$ cat src/rtl/mod_multiplicador_6b.sv
// mod_multiplicador_6b: registered unsigned array multiplier, low WIDTH bits of A*B plus overflow flag.
module mod_multiplicador_6b #(
    parameter int WIDTH = 6
) (
    input  logic             CLK,
    input  logic             RST,
    input  logic [WIDTH-1:0] A,
    input  logic [WIDTH-1:0] B,
    output logic [WIDTH-1:0] M,
    output logic             OF_MUL
);
    logic [2*WIDTH-1:0] p;
    logic [WIDTH:0]     acc;
    logic               carry;
    logic               pp;
    logic               sum;
    logic [WIDTH-1:0]   m_d, m_q;
    logic               of_d, of_q;
    // Each row ripples the shifted running sum with the next AND row; bit 0 of every row is final.
    always_comb begin
        acc = {1'b0, A & {WIDTH{B[0]}}};
        p = '0;
        p[0] = acc[0];
        carry = 1'b0;
        pp = 1'b0;
        sum = 1'b0;
        for (int i = 1; i < WIDTH; i++) begin
            carry = 1'b0;
            for (int j = 0; j < WIDTH; j++) begin
                pp = A[j] & B[i];
                sum = acc[j+1] ^ pp ^ carry;
                carry = (acc[j+1] & pp) | (carry & (acc[j+1] ^ pp));
                acc[j] = sum;
            end
            acc[WIDTH] = carry;
            p[i] = acc[0];
        end
        p[2*WIDTH-1:WIDTH] = acc[WIDTH:1];
    end
    assign m_d  = p[WIDTH-1:0];
    assign of_d = |p[2*WIDTH-1:WIDTH];
    always_ff @(posedge CLK or posedge RST) begin
        if (RST) begin
            m_q  <= '0;
            of_q <= 1'b0;
        end else begin
            m_q  <= m_d;
            of_q <= of_d;
        end
    end
    assign M      = m_q;
    assign OF_MUL = of_q;
endmodule

$ cat config.mk
export PLATFORM = sky130hd
export DESIGN_NAME = mod_multiplicador_6b
export DESIGN_NICKNAME = d
export VERILOG_FILES = /design/src/rtl/mod_multiplicador_6b.sv
export SDC_FILE = /design/constraint.sdc
export NUM_CORES = 1
export LEC_CHECK = 0
export ABC_AREA = 1
export CELL_PAD_IN_SITES_DETAIL_PLACEMENT = 1
export CELL_PAD_IN_SITES_GLOBAL_PLACEMENT = 2
export CORE_MARGIN = 10
export CORE_UTILIZATION = 30
export DETAILED_ROUTE_END_ITERATION = 10
export PLACE_DENSITY_LB_ADDON = 0.1
export SYNTH_ARGS = -nofsm -noshare
export SYNTH_HDL_FRONTEND = slang
export SYNTH_SLANG_ARGS = --single-unit
$ cat constraint.sdc
create_clock -name CLK -period 0.8 [get_ports CLK]
set_clock_uncertainty 0.05 [all_clocks]
set_input_delay 0.12 -clock CLK [delete_from_list [all_inputs] [get_ports CLK]]
set_output_delay 0.12 -clock CLK [all_outputs]
set_load 0.05 [all_outputs]
==> results of run 1 <==
cell families (layout without fill, tap and decap cells):
| family | count (synthesis) | in the layout |
|---|---|---|
| adder cells (fa/ha/maj) | 30 | 30 |
| flip-flops | 7 | 7 |
| AND/OR/NAND/NOR | 40 | 40 |
| buffers and inverters | 42 | 82 |
synthesized netlist by cell type, drive strengths merged:
cell	count	area share, %
inv	42	15
nand2	37	13
fa	24	46
dfrtp	7	17
ha	6	7.2
nor2	2	0.72
nand3	1	0.48
worst max path at each step:
stage               start     end  slack (ns)  cells past startpoint
finish               B[1]  OF_MUL       -5.27                     21
CTS                  A[0]  OF_MUL       -5.37                     21
global placement     A[1]  OF_MUL       -6.00                     21
floorplan            B[0]  OF_MUL       -5.25                     20
global route         B[1]  OF_MUL       -5.44                     21
detailed placement   B[0]  OF_MUL       -6.19                     21
cell usage in the layout (no fill, tap or decap), types with 2 or more instances in the layout:
cell type                         instances
sky130_fd_sc_hd__buf_12                   7
sky130_fd_sc_hd__buf_4                   16
sky130_fd_sc_hd__buf_8                    3
sky130_fd_sc_hd__clkbuf_4                 3
sky130_fd_sc_hd__clkdlybuf4s50_1          8
sky130_fd_sc_hd__dfrtp_1                  7
sky130_fd_sc_hd__fa_1                     6
sky130_fd_sc_hd__fa_2                    18
sky130_fd_sc_hd__ha_4                     5
sky130_fd_sc_hd__inv_1                   34
sky130_fd_sc_hd__inv_2                    6
sky130_fd_sc_hd__inv_4                    2
sky130_fd_sc_hd__nand2_1                 35
sky130_fd_sc_hd__nand2_4                  2
state kept, by name, summed over array words and instances (netlist names):
signal and flops:
OF_MUL 1, M 6
final cells by class:
class	count	area share [%]
Timing Repair Buffer	36	24.4
Clock buffer	3	1.36
Clock inverter	1	0.301
Multi-Input combinational cell	70	50.1
Tap cell	46	3.47
Inverter	42	9.80
Sequential cell	7	10.6
power by group through the flow:
stage | combinational [mW] | sequential [mW] | clock, mW
floorplan | 0.998 | 0.857 | 0
global placement | 2.19 | 0.545 | 0
detailed placement | 2.38 | 0.558 | 0
CTS | 2.51 | 0.551 | 0.345
global route | 2.76 | 0.562 | 0.361
finish | 2.46 | 0.551 | 0.333
repair_timing:
item / CTS / global route
pin swaps: 25 / 14
gates cloned: 0 / 0
gates resized for setup: 33 / 6
hold endpoints to repair: 0 / 0
setup endpoints to repair: 14 / 12
buffers inserted: 1 / 2
metal layers:
layer / track usage (%) / vias to the layer above / share of wire, %
met3: 1.69 / 4 / 3.4
met1: 10.5 / 421 / 37
met4: 3.76 / 0 / 1.0
li1: - / 402 / -
met2: 20.5 / 18 / 58
met5: 0 / - / 0
==> Implementation_results.wiki, run 1 <==
{| class="wikitable"
! Metric !! Value
|-
| Final HPWL DP || 2660 µm
|-
| Starting density of the core || 31.2%
|-
| TritonCTS clock tree || built
|-
| Adder-cell area share of the yosys netlist || 53.4%
|-
| Final nets || 204
|-
| Cell variety after synth || 7
|-
| Setup repair after global routing missed its margin || yes
|-
| Area growth from synthesis to layout || 59.7%
|-
| First-iteration detailed-routing DRC count || 19
|-
| Sum of internal, switching and leakage power || 3.34 mW
|-
| Final setup violation count || 12
|-
| CTS Buf Count || 3
|-
| Cells after synthesis || 119
|-
| Violations in the final reports || negative setup slack
|-
| Total number of vias || 845
|-
| Maximum fanout along the worst path || 3
|-
| Worst stage delay on the critical path || 0.55 ns
|-
| CTS Hold Bufs || 0
|-
| Antenna violations before repair || 0
|-
| Final hold violation count || 0
|-
| Psw || 1.50 mW
|-
| Number of cell rows || 21
|-
| Source of the worst hold timing path || B[0]
|-
| Dominant combinational cell family by area after synthesis || adder cells
|-
| Leak Pwr || 0.915 nW
|-
| Cell count after placement || 198
|-
| Final Instance Count excl. Fillers || 205
|-
| TritonRoute pass-1 iters || 4
|-
| CP Capture Type || flip-flop
|-
| Cells traversed along the worst timing path || buf_8, nand2_4, inv_4, ha_4, inv_2, fa_2, fa_2, inv_2, fa_2, fa_2, fa_2, fa_2, fa_2, fa_2, fa_2, fa_2, fa_1, fa_2, fa_1, nor2_2, nand3_1
|-
| Antenna diode count || 0
|-
| Share of the core filled with cells || 49.8%
|-
| DRC violations left || 0
|-
| Actual transition at the worst max-transition pin || 0.276 ns
|-
| Mean number of vias per cell || 4.12
|-
| GR Util All Layers || 10.3%
|-
| Max Transition Viols Final || 0
|-
| Family of cells with the greatest summed delay on the critical path || adder cells
|-
| Pwr dens || 2010 nW/µm²
|-
| Final global-route overflow total || 0
|-
| Count of warnings emitted by yosys || 0
|-
| Worst Path Buf+Inv || 4
|-
| Post-Place Cell Area || 1530 µm²
|-
| Sum of negative setup slack || -13.49 ns
|-
| Worst-case headroom to the max-slew limit || 81.6%
|-
| Count of maximum capacitance violations || 0
|-
| Standard cell core area || 3340 µm²
|-
| Clock-pin transition on the worst setup and hold timing paths || 0.06 ns
|-
| Power share of the clock group || 10.0%
|-
| Slowest CP cell || sky130_fd_sc_hd__fa_2
|-
| Shortest clock period the worst path allows after layout || 6.07 ns
|-
| Worst slack on hold paths || 0.0288 ns
|-
| Maximum ir drop on the vdd rail || 0.538 mV
|-
| Area of the mapped netlist || 1040 µm²
|-
| Multiplexer fraction of the synthesized cell area || 0%
|-
| Highest clock frequency the design can meet || 165 MHz
|-
| Worst hold path depth || 3
|-
| Fillers || 388
|-
| Net count after synthesis || 163
|-
| Most used cell along the critical path || sky130_fd_sc_hd__fa_2
|-
| Library cell used as clock root buffer || sky130_fd_sc_hd__clkbuf_4
|-
| Final Wtd Congestion || 0.710
|-
| Critical setup path kind || input port to flip-flop
|-
| Placement Setup Slack || -6.19 ns
|-
| Crit path required time || 0.89 ns
|-
| Period utilisation layout || 759%
|-
| Avg Synthesized Cell Area || 8.74 µm²
|-
| Switching portion of total power || 45.0%
|-
| Hold Crit Class || input port to flip-flop
|-
| Height of the die || 78.9 µm
|-
| Deepest clock path buffer count || 2
|-
| Global-route wire length before repair || 5080 µm
|-
| Number of synthesized register bits || 7
|-
| End point of the worst hold path || M[0]
|-
| Critical path data arrival time || 6.16 ns
|-
| Post-detailed-route wirelength per cell || 14.0 µm
|-
| Setup WS post-layout || -5.27 ns
|-
| IO Pins || 21
|-
| Via count of the first global-routing pass || 1,057
|-
| Total routed wirelength || 2880 µm
|-
| Cell internal pwr || 1.84 mW
|-
| Run status || finished, violations left
|-
| Combinational share of power || 73.5%
|-
| Share of the synthesized area in compound gates (AO/OA/AOI/OAI) || 0%
|-
| Post-route cell area || 1660 µm²
|-
| Sink count of the clock tree || 7
|-
| Number of routed nets with antenna violations || 0
|-
| Fraction of the mapped netlist area in simple logic gates || 14.6%
|-
| Width of the chip || 78.9 µm
|-
| Die Outline Area || 6220 µm²
|-
| Share of final-layout standard cells stronger than drive strength 1 || 40.9%
|-
| Critical path startpoint category || input port
|-
| Area of the multi-input gates || 832 µm²
|-
| Share of the synthesized netlist area taken by xor and xnor gates || 0%
|-
| Sequential group share of total power || 16.5%
|-
| Share of synthesized area occupied by flip-flops and latches || 16.8%
|-
| Number of H-tree branching levels || 1
|-
| Number of input and output port buffers inserted || 20
|-
| Sequential standard cell area || 175 µm²
|-
| Pin count of the biggest net entering global routing || 8
|}
(Power assumes the default switching activity.)
==> run 2, diff against run 1 <==
Settings changed: CTS_BUF_LIST set to sky130_fd_sc_hd__clkbuf_4 sky130_fd_sc_hd__clkbuf_8, HOLD_SLACK_MARGIN set to 0.15.
==> run 2 against run 1 <==
  * The flow still finishes with violations (negative setup slack)
  * Global-route usage increased by 0.093 points
  * Core utilization about the same
  * Worst hold slack improved by 0.036 ns
  * Flip-flop and latch count unchanged
  * Count of clock-buffer cells in the layout unchanged
  * Sequential share of layout area about the same
  * Critical endpoint unchanged
  * Combinational power about the same
  * Largest cell class unchanged
==> Implementation_results.wiki, run 2 (synthesized netlist as in run 1, its figures left out) <==
{| class="wikitable"
! Metric !! Value
|-
| Most frequent cells in the layout || sky130_fd_sc_hd__nand2_1 (35), sky130_fd_sc_hd__inv_1 (34), sky130_fd_sc_hd__fa_2 (18)
|-
| Global-route wire length before repair || 5140 µm (+1.2%)
|-
| Actual transition at the worst max-transition pin || 0.290 ns (+0.0138 ns)
|-
| Pin count of the biggest net entering global routing || 8 (unchanged)
|-
| Mean number of vias per cell || 4.09 (-0.83%)
|-
| Post-detailed-route wirelength per cell || 14.3 µm (+1.9%)
|-
| CTS Hold Bufs || 1 (+1)
|-
| Maximum ir drop on the vdd rail || 0.550 mV (+2.2%)
|-
| Fillers || 388 (unchanged)
|-
| Via count of the first global-routing pass || 1,076 (+1.8%)
|-
| TritonRoute pass-1 iters || 2 (-2)
|-
| Final global-route overflow total || 0 (unchanged)
|-
| Total number of vias || 838 (-0.83%)
|-
| Total routed wirelength || 2930 µm (+1.9%)
|-
| IO Pins || 21 (unchanged)
|-
| TritonCTS clock tree || built
|-
| Final setup violation count || 12 (unchanged)
|-
| Area growth from synthesis to layout || 59.8% (about the same)
|-
| Setup repair after global routing missed its margin || yes
|-
| Final HPWL DP || 2660 µm (unchanged)
|-
| Antenna diode count || 0 (unchanged)
|-
| Library cell used as clock root buffer || sky130_fd_sc_hd__clkbuf_4
|-
| Period utilisation layout || 760% (+1.6 points)
|-
| Width of the chip || 78.9 µm (unchanged)
|-
| Count of maximum capacitance violations || 0 (unchanged)
|-
| Run status || finished, violations left
|-
| Starting density of the core || 31.2% (unchanged)
|-
| Sum of internal, switching and leakage power || 3.34 mW (+0.14%)
|-
| Share of the core filled with cells || 49.8% (about the same)
|-
| Hold Crit Class || input port to asynchronous set/reset pin
|-
| Violations in the final reports || negative setup slack
|-
| Post-Place Cell Area || 1530 µm² (unchanged)
|-
| Final hold violation count || 0 (unchanged)
|-
| Critical setup path kind || input port to flip-flop
|-
| Leak Pwr || 0.922 nW (+0.75%)
|-
| Number of H-tree branching levels || 1 (unchanged)
|-
| Clock-pin transition on the worst setup and hold timing paths || 0.06 ns (about the same)
|-
| Final nets || 204 (unchanged)
|-
| Final Wtd Congestion || 0.710 (unchanged)
|-
| Number of routed nets with antenna violations || 0 (unchanged)
|-
| Height of the die || 78.9 µm (unchanged)
|-
| Crit path required time || 0.89 ns (about the same)
|-
| Leading cell type in the layout, fill and taps excluded || sky130_fd_sc_hd__nand2_1
|-
| Die Outline Area || 6220 µm² (unchanged)
|-
| CP Capture Type || flip-flop
|-
| CTS Buf Count || 3 (unchanged)
|-
| GR Util All Layers || 10.4% (+0.093 points)
|-
| Critical path data arrival time || 6.18 ns (+0.02 ns)
|-
| Max FFs per register || 6 (unchanged)
|-
| First-iteration detailed-routing DRC count || 16 (-3)
|-
| Antenna violations before repair || 0 (unchanged)
|-
| Number of input and output port buffers inserted || 20 (unchanged)
|-
| Number of cell rows || 21 (unchanged)
|-
| Setup WS post-layout || -5.28 ns (-0.0126 ns)
|-
| Pwr dens || 2010 nW/µm² (about the same)
|-
| Post-route cell area || 1660 µm² (about the same)
|-
| DRC violations left || 0 (unchanged)
|-
| Maximum fanout along the worst path || 4 (+1)
|-
| Sink count of the clock tree || 7 (unchanged)
|-
| Max Transition Viols Final || 0 (unchanged)
|-
| Worst-case headroom to the max-slew limit || 80.6% (-0.92 points)
|-
| Share of final-layout standard cells stronger than drive strength 1 || 40.3% (-0.63 points)
|-
| Standard cell core area || 3340 µm² (unchanged)
|-
| Critical path startpoint category || input port
|-
| Highest clock frequency the design can meet || 164 MHz (-0.21%)
|-
| Deepest clock path buffer count || 2 (unchanged)
|-
| Shortest clock period the worst path allows after layout || 6.08 ns (+0.0126 ns)
|}
-- run 2: area by class of cell --
| type | instances | area [µm²] | area share, % |
|---|---|---|---|
| multi-input cells | 70 | 832 | 50.1 |
| clock buffers | 3 | 22.5 | 1.36 |
| flip-flops and latches | 7 | 175 | 10.5 |
| well taps | 46 | 57.6 | 3.46 |
| repair buffers | 36 | 407 | 24.5 |
| clock inverters | 1 | 5.00 | 0.301 |
| inverters | 42 | 163 | 9.79 |
-- run 2: power breakdown --
group	switching, mW	internal [mW]	leakage [nW]
Sequential	0.0923	0.458	0.0812
Clock	0.149	0.184	0.0177
Combinational	1.27	1.20	0.823
Total	1.51	1.84	0.922
-- run 2: path summary, 6_finish.rpt --
check                      start  slack (ns)  depth (start not counted)      to
max in group asynchronous    RST        0.41                          2    M[0]
worst min-delay path         RST        0.06                          2    M[2]
min in group CLK            A[0]        0.13                          4    M[1]
worst max-delay path        B[0]       -5.28                         21  OF_MUL
-- run 2: metrics by stage --
step                hold slack (ns)  setup WS (ns)  setup TNS, ns  std cells
global placement              0.315          -6.00         -16.38        198
global route                 0.0874          -5.46         -14.10        205
CTS                          0.0563          -5.37         -13.61        204
floorplan                    -0.127          -5.25         -12.31        119
detailed placement            0.330          -6.19         -16.85        198
finish                       0.0643          -5.28         -13.59        205
-- run 2: routing by layer --
layer,global-route usage (%),part of all wire (%)
met3,2.03,3.9
met2,20.5,58
met1,10.2,37
met4,4.66,2.0
met5,0,0
-- run 2: critical path, cell delays in order --
cell,delay [ns]
sky130_fd_sc_hd__buf_6,0.09
sky130_fd_sc_hd__nand2_4,0.05
sky130_fd_sc_hd__inv_4,0.05
sky130_fd_sc_hd__ha_4,0.12
sky130_fd_sc_hd__inv_2,0.04
sky130_fd_sc_hd__fa_2,0.38
sky130_fd_sc_hd__fa_2,0.55
sky130_fd_sc_hd__inv_2,0.04
sky130_fd_sc_hd__fa_2,0.37
sky130_fd_sc_hd__fa_2,0.37
sky130_fd_sc_hd__fa_2,0.34
sky130_fd_sc_hd__fa_2,0.55
sky130_fd_sc_hd__fa_2,0.44
sky130_fd_sc_hd__fa_2,0.41
sky130_fd_sc_hd__fa_2,0.40
sky130_fd_sc_hd__fa_2,0.36
sky130_fd_sc_hd__fa_1,0.49
sky130_fd_sc_hd__fa_2,0.35
sky130_fd_sc_hd__fa_1,0.45
sky130_fd_sc_hd__nor2_2,0.10
sky130_fd_sc_hd__nand3_1,0.08
-- run 2: repair_timing --
item	4_1_cts	5_1_grt
resized for setup	33	6
setup buffers	1	1
hold endpoints to repair	9	8
pin swaps	25	13
setup endpoints to repair	14	13
==> run 3, diff against run 2 <==
Settings changed: CORE_UTILIZATION 30 to 32.
==> run 3 against run 2 <==
  * The flow still finishes with violations (negative setup slack)
  * Largest cell class unchanged
  * Critical endpoint unchanged
  * Flip-flop and latch count did not move
  * Total power decreased by 1.2%
  * Core utilization rose by 3.9 points
  * Worst hold slack worse by 0.019 ns
  * Wire length down 11%
  * Cell area shrank 0.45%
  * Combinational power fell by 3%
==> Implementation_results.wiki, run 3 (synthesized netlist as in run 1, its figures left out) <==
{| class="wikitable"
! Metric !! Value
|-
| Pwr dens || 2000 nW/µm² (-0.76%)
|-
| Violations in the final reports || negative setup slack
|-
| Number of H-tree branching levels || 1 (unchanged)
|-
| Critical path startpoint category || input port
|-
| Maximum ir drop on the vdd rail || 0.728 mV (+32%)
|-
| Count of maximum capacitance violations || 0 (unchanged)
|-
| Max FFs per register || 6 (unchanged)
|-
| Period utilisation layout || 761% (+1.2 points)
|-
| Setup WS post-layout || -5.29 ns (-0.00953 ns)
|-
| Share of the core filled with cells || 53.7% (+3.9 points)
|-
| Highest routing layer actually used || met4
|-
| Actual transition at the worst max-transition pin || 0.259 ns (-0.0310 ns)
|-
| Leak Pwr || 0.911 nW (-1.2%)
|-
| Height of the die || 77 µm (-2.4%)
|-
| Setup repair after global routing missed its margin || yes
|-
| Final Instance Count excl. Fillers || 201 (-2.0%)
|-
| Critical setup path kind || input port to flip-flop
|-
| Final hold violation count || 0 (unchanged)
|-
| Post-route cell area || 1650 µm² (-0.45%)
|-
| Placement Setup Slack || -6.24 ns (-0.0505 ns)
|-
| Starting density of the core || 33.8% (+2.6 points)
|-
| Final nets || 202 (-0.98%)
|-
| Leading cell type in the layout, fill and taps excluded || sky130_fd_sc_hd__inv_1
|-
| Shortest clock period the worst path allows after layout || 6.09 ns (+0.00953 ns)
|-
| Sink count of the clock tree || 7 (unchanged)
|-
| Number of routed nets with antenna violations || 0 (unchanged)
|-
| Hold Crit Class || input port to asynchronous set/reset pin
|-
| Final global-route overflow total || 0 (unchanged)
|-
| Final HPWL DP || 2270 µm (-14%)
|-
| Run status || finished, violations left
|-
| Sum of internal, switching and leakage power || 3.30 mW (-1.2%)
|-
| Deepest clock path buffer count || 2 (unchanged)
|-
| Post-detailed-route wirelength per cell || 13.0 µm (-9.0%)
|-
| TritonCTS clock tree || built
|-
| TritonRoute pass-1 iters || 4 (+2)
|-
| Via count of the first global-routing pass || 970 (-9.9%)
|-
| Share of final-layout standard cells stronger than drive strength 1 || 40.1% (-0.12 points)
|-
| Clock-pin transition on the worst setup and hold timing paths || 0.05 ns (about the same)
|-
| Die Outline Area || 5930 µm² (-4.7%)
|-
| Critical path data arrival time || 6.18 ns (about the same)
|-
| Global-route wire length before repair || 4530 µm (-12%)
|-
| Routed length on met1 || 1160 µm (+8.2%)
|-
| Number of cell rows || 20 (-4.8%)
|-
| Sum of negative setup slack || -13.12 ns (+0.470 ns)
|-
| Crit path required time || 0.89 ns (about the same)
|-
| Most frequent cells in the layout || sky130_fd_sc_hd__inv_1 (35), sky130_fd_sc_hd__nand2_1 (34), sky130_fd_sc_hd__fa_2 (18)
|-
| Maximum fanout along the worst path || 2 (-2)
|-
| CTS Buf Count || 3 (unchanged)
|-
| Post-Place Cell Area || 1510 µm² (-1.6%)
|-
| Total number of vias || 830 (-0.95%)
|-
| DRC violations left || 0 (unchanged)
|-
| Worst-case headroom to the max-slew limit || 82.7% (+2.1 points)
|-
| Library cell used as clock root buffer || sky130_fd_sc_hd__clkbuf_4
|-
| Worst slack on hold paths || 0.0453 ns (-0.0190 ns)
|-
| Number of input and output port buffers inserted || 20 (unchanged)
|-
| IO Pins || 21 (unchanged)
|-
| First-iteration detailed-routing DRC count || 21 (+5)
|-
| GR Util All Layers || 9.55% (-0.88 points)
|-
| Area growth from synthesis to layout || 59.1%
|-
| Standard cell core area || 3080 µm² (-7.8%)
|-
| Mean number of vias per cell || 4.13 (+1.0%)
|-
| Pin count of the biggest net entering global routing || 8 (unchanged)
|-
| Routed length on met3 || 95 µm (-16%)
|-
| Final setup violation count || 12 (unchanged)
|-
| Width of the chip || 77 µm (-2.4%)
|-
| Max Transition Viols Final || 0 (unchanged)
|-
| CP Capture Type || flip-flop
|-
| Antenna diode count || 0 (unchanged)
|-
| Cell count after placement || 193 (-2.5%)
|-
| Total routed wirelength || 2620 µm (-11%)
|-
| Antenna violations before repair || 0 (unchanged)
|-
| Final Wtd Congestion || 0.701 (-1.2%)
|-
| Total met2 wirelength after detailed routing || 1300 µm (-23%)
|-
| Highest clock frequency the design can meet || 164 MHz (-0.16%)
|}
## run 3: cell types whose count changed in the layout (fill, tap and decap cells not counted), sizes merged
cell / previous run / this run
buf: 26 / 25
clkdlybuf4s15: 0 / 1
clkbuf: 3 / 4
dlymetal6s4s: 1 / 0
clkinv: 1 / 0
clkdlybuf4s50: 8 / 7
## run 3: critical path, stage by stage
cell,delay (ns)
sky130_fd_sc_hd__buf_8,0.08
sky130_fd_sc_hd__nand2_4,0.04
sky130_fd_sc_hd__inv_2,0.06
sky130_fd_sc_hd__ha_4,0.12
sky130_fd_sc_hd__inv_2,0.03
sky130_fd_sc_hd__fa_2,0.34
sky130_fd_sc_hd__fa_2,0.54
sky130_fd_sc_hd__inv_2,0.04
sky130_fd_sc_hd__fa_2,0.35
sky130_fd_sc_hd__fa_2,0.39
sky130_fd_sc_hd__fa_2,0.54
sky130_fd_sc_hd__fa_2,0.44
sky130_fd_sc_hd__fa_2,0.37
sky130_fd_sc_hd__fa_2,0.41
sky130_fd_sc_hd__fa_2,0.40
sky130_fd_sc_hd__fa_2,0.40
sky130_fd_sc_hd__fa_1,0.50
sky130_fd_sc_hd__fa_2,0.36
sky130_fd_sc_hd__fa_1,0.45
sky130_fd_sc_hd__nor2_2,0.10
sky130_fd_sc_hd__nand3_1,0.09
## run 3: layout make-up
cell class / instances / area (µm²)
Fill cell: 354 / 1420
Multi-Input combinational cell: 70 / 835
Timing Repair Buffer: 34 / 399
Sequential cell: 7 / 175
Inverter: 42 / 160
Tap cell: 44 / 55.1
Clock buffer: 4 / 30.0
## run 3: layer usage
layer | vias up | GRT usage (%)
met5 | - | 0
met4 | 0 | 5.47
met3 | 5 | 1.86
met2 | 19 | 16.4
met1 | 409 | 10.8
li1 | 397 | -
## run 3: final timing paths
| path | slack [ns] | depth (start not counted) | startpoint | endpoint |
|---|---|---|---|---|
| min | 0.05 | 2 | RST | M[3] |
| max in group asynchronous | 0.45 | 2 | RST | OF_MUL |
| max | -5.29 | 21 | B[1] | OF_MUL |
| min in group CLK | 0.11 | 4 | B[0] | M[1] |
## run 3: repair_timing
item | CTS | global route
pin swaps | 21 | 14
resized for setup | 37 | 5
endpoints found under the setup margin | 13 | 12
setup buffers | 2 | 2
cloned | 0 | 0
hold endpoints to repair | 9 | 8
## run 3: power by group
group	switching [mW]	leakage (nW)	internal, mW
sequential	0.0864	0.0812	0.459
clock	0.149	0.0184	0.225
combinational	1.22	0.812	1.17
total	1.45	0.911	1.85
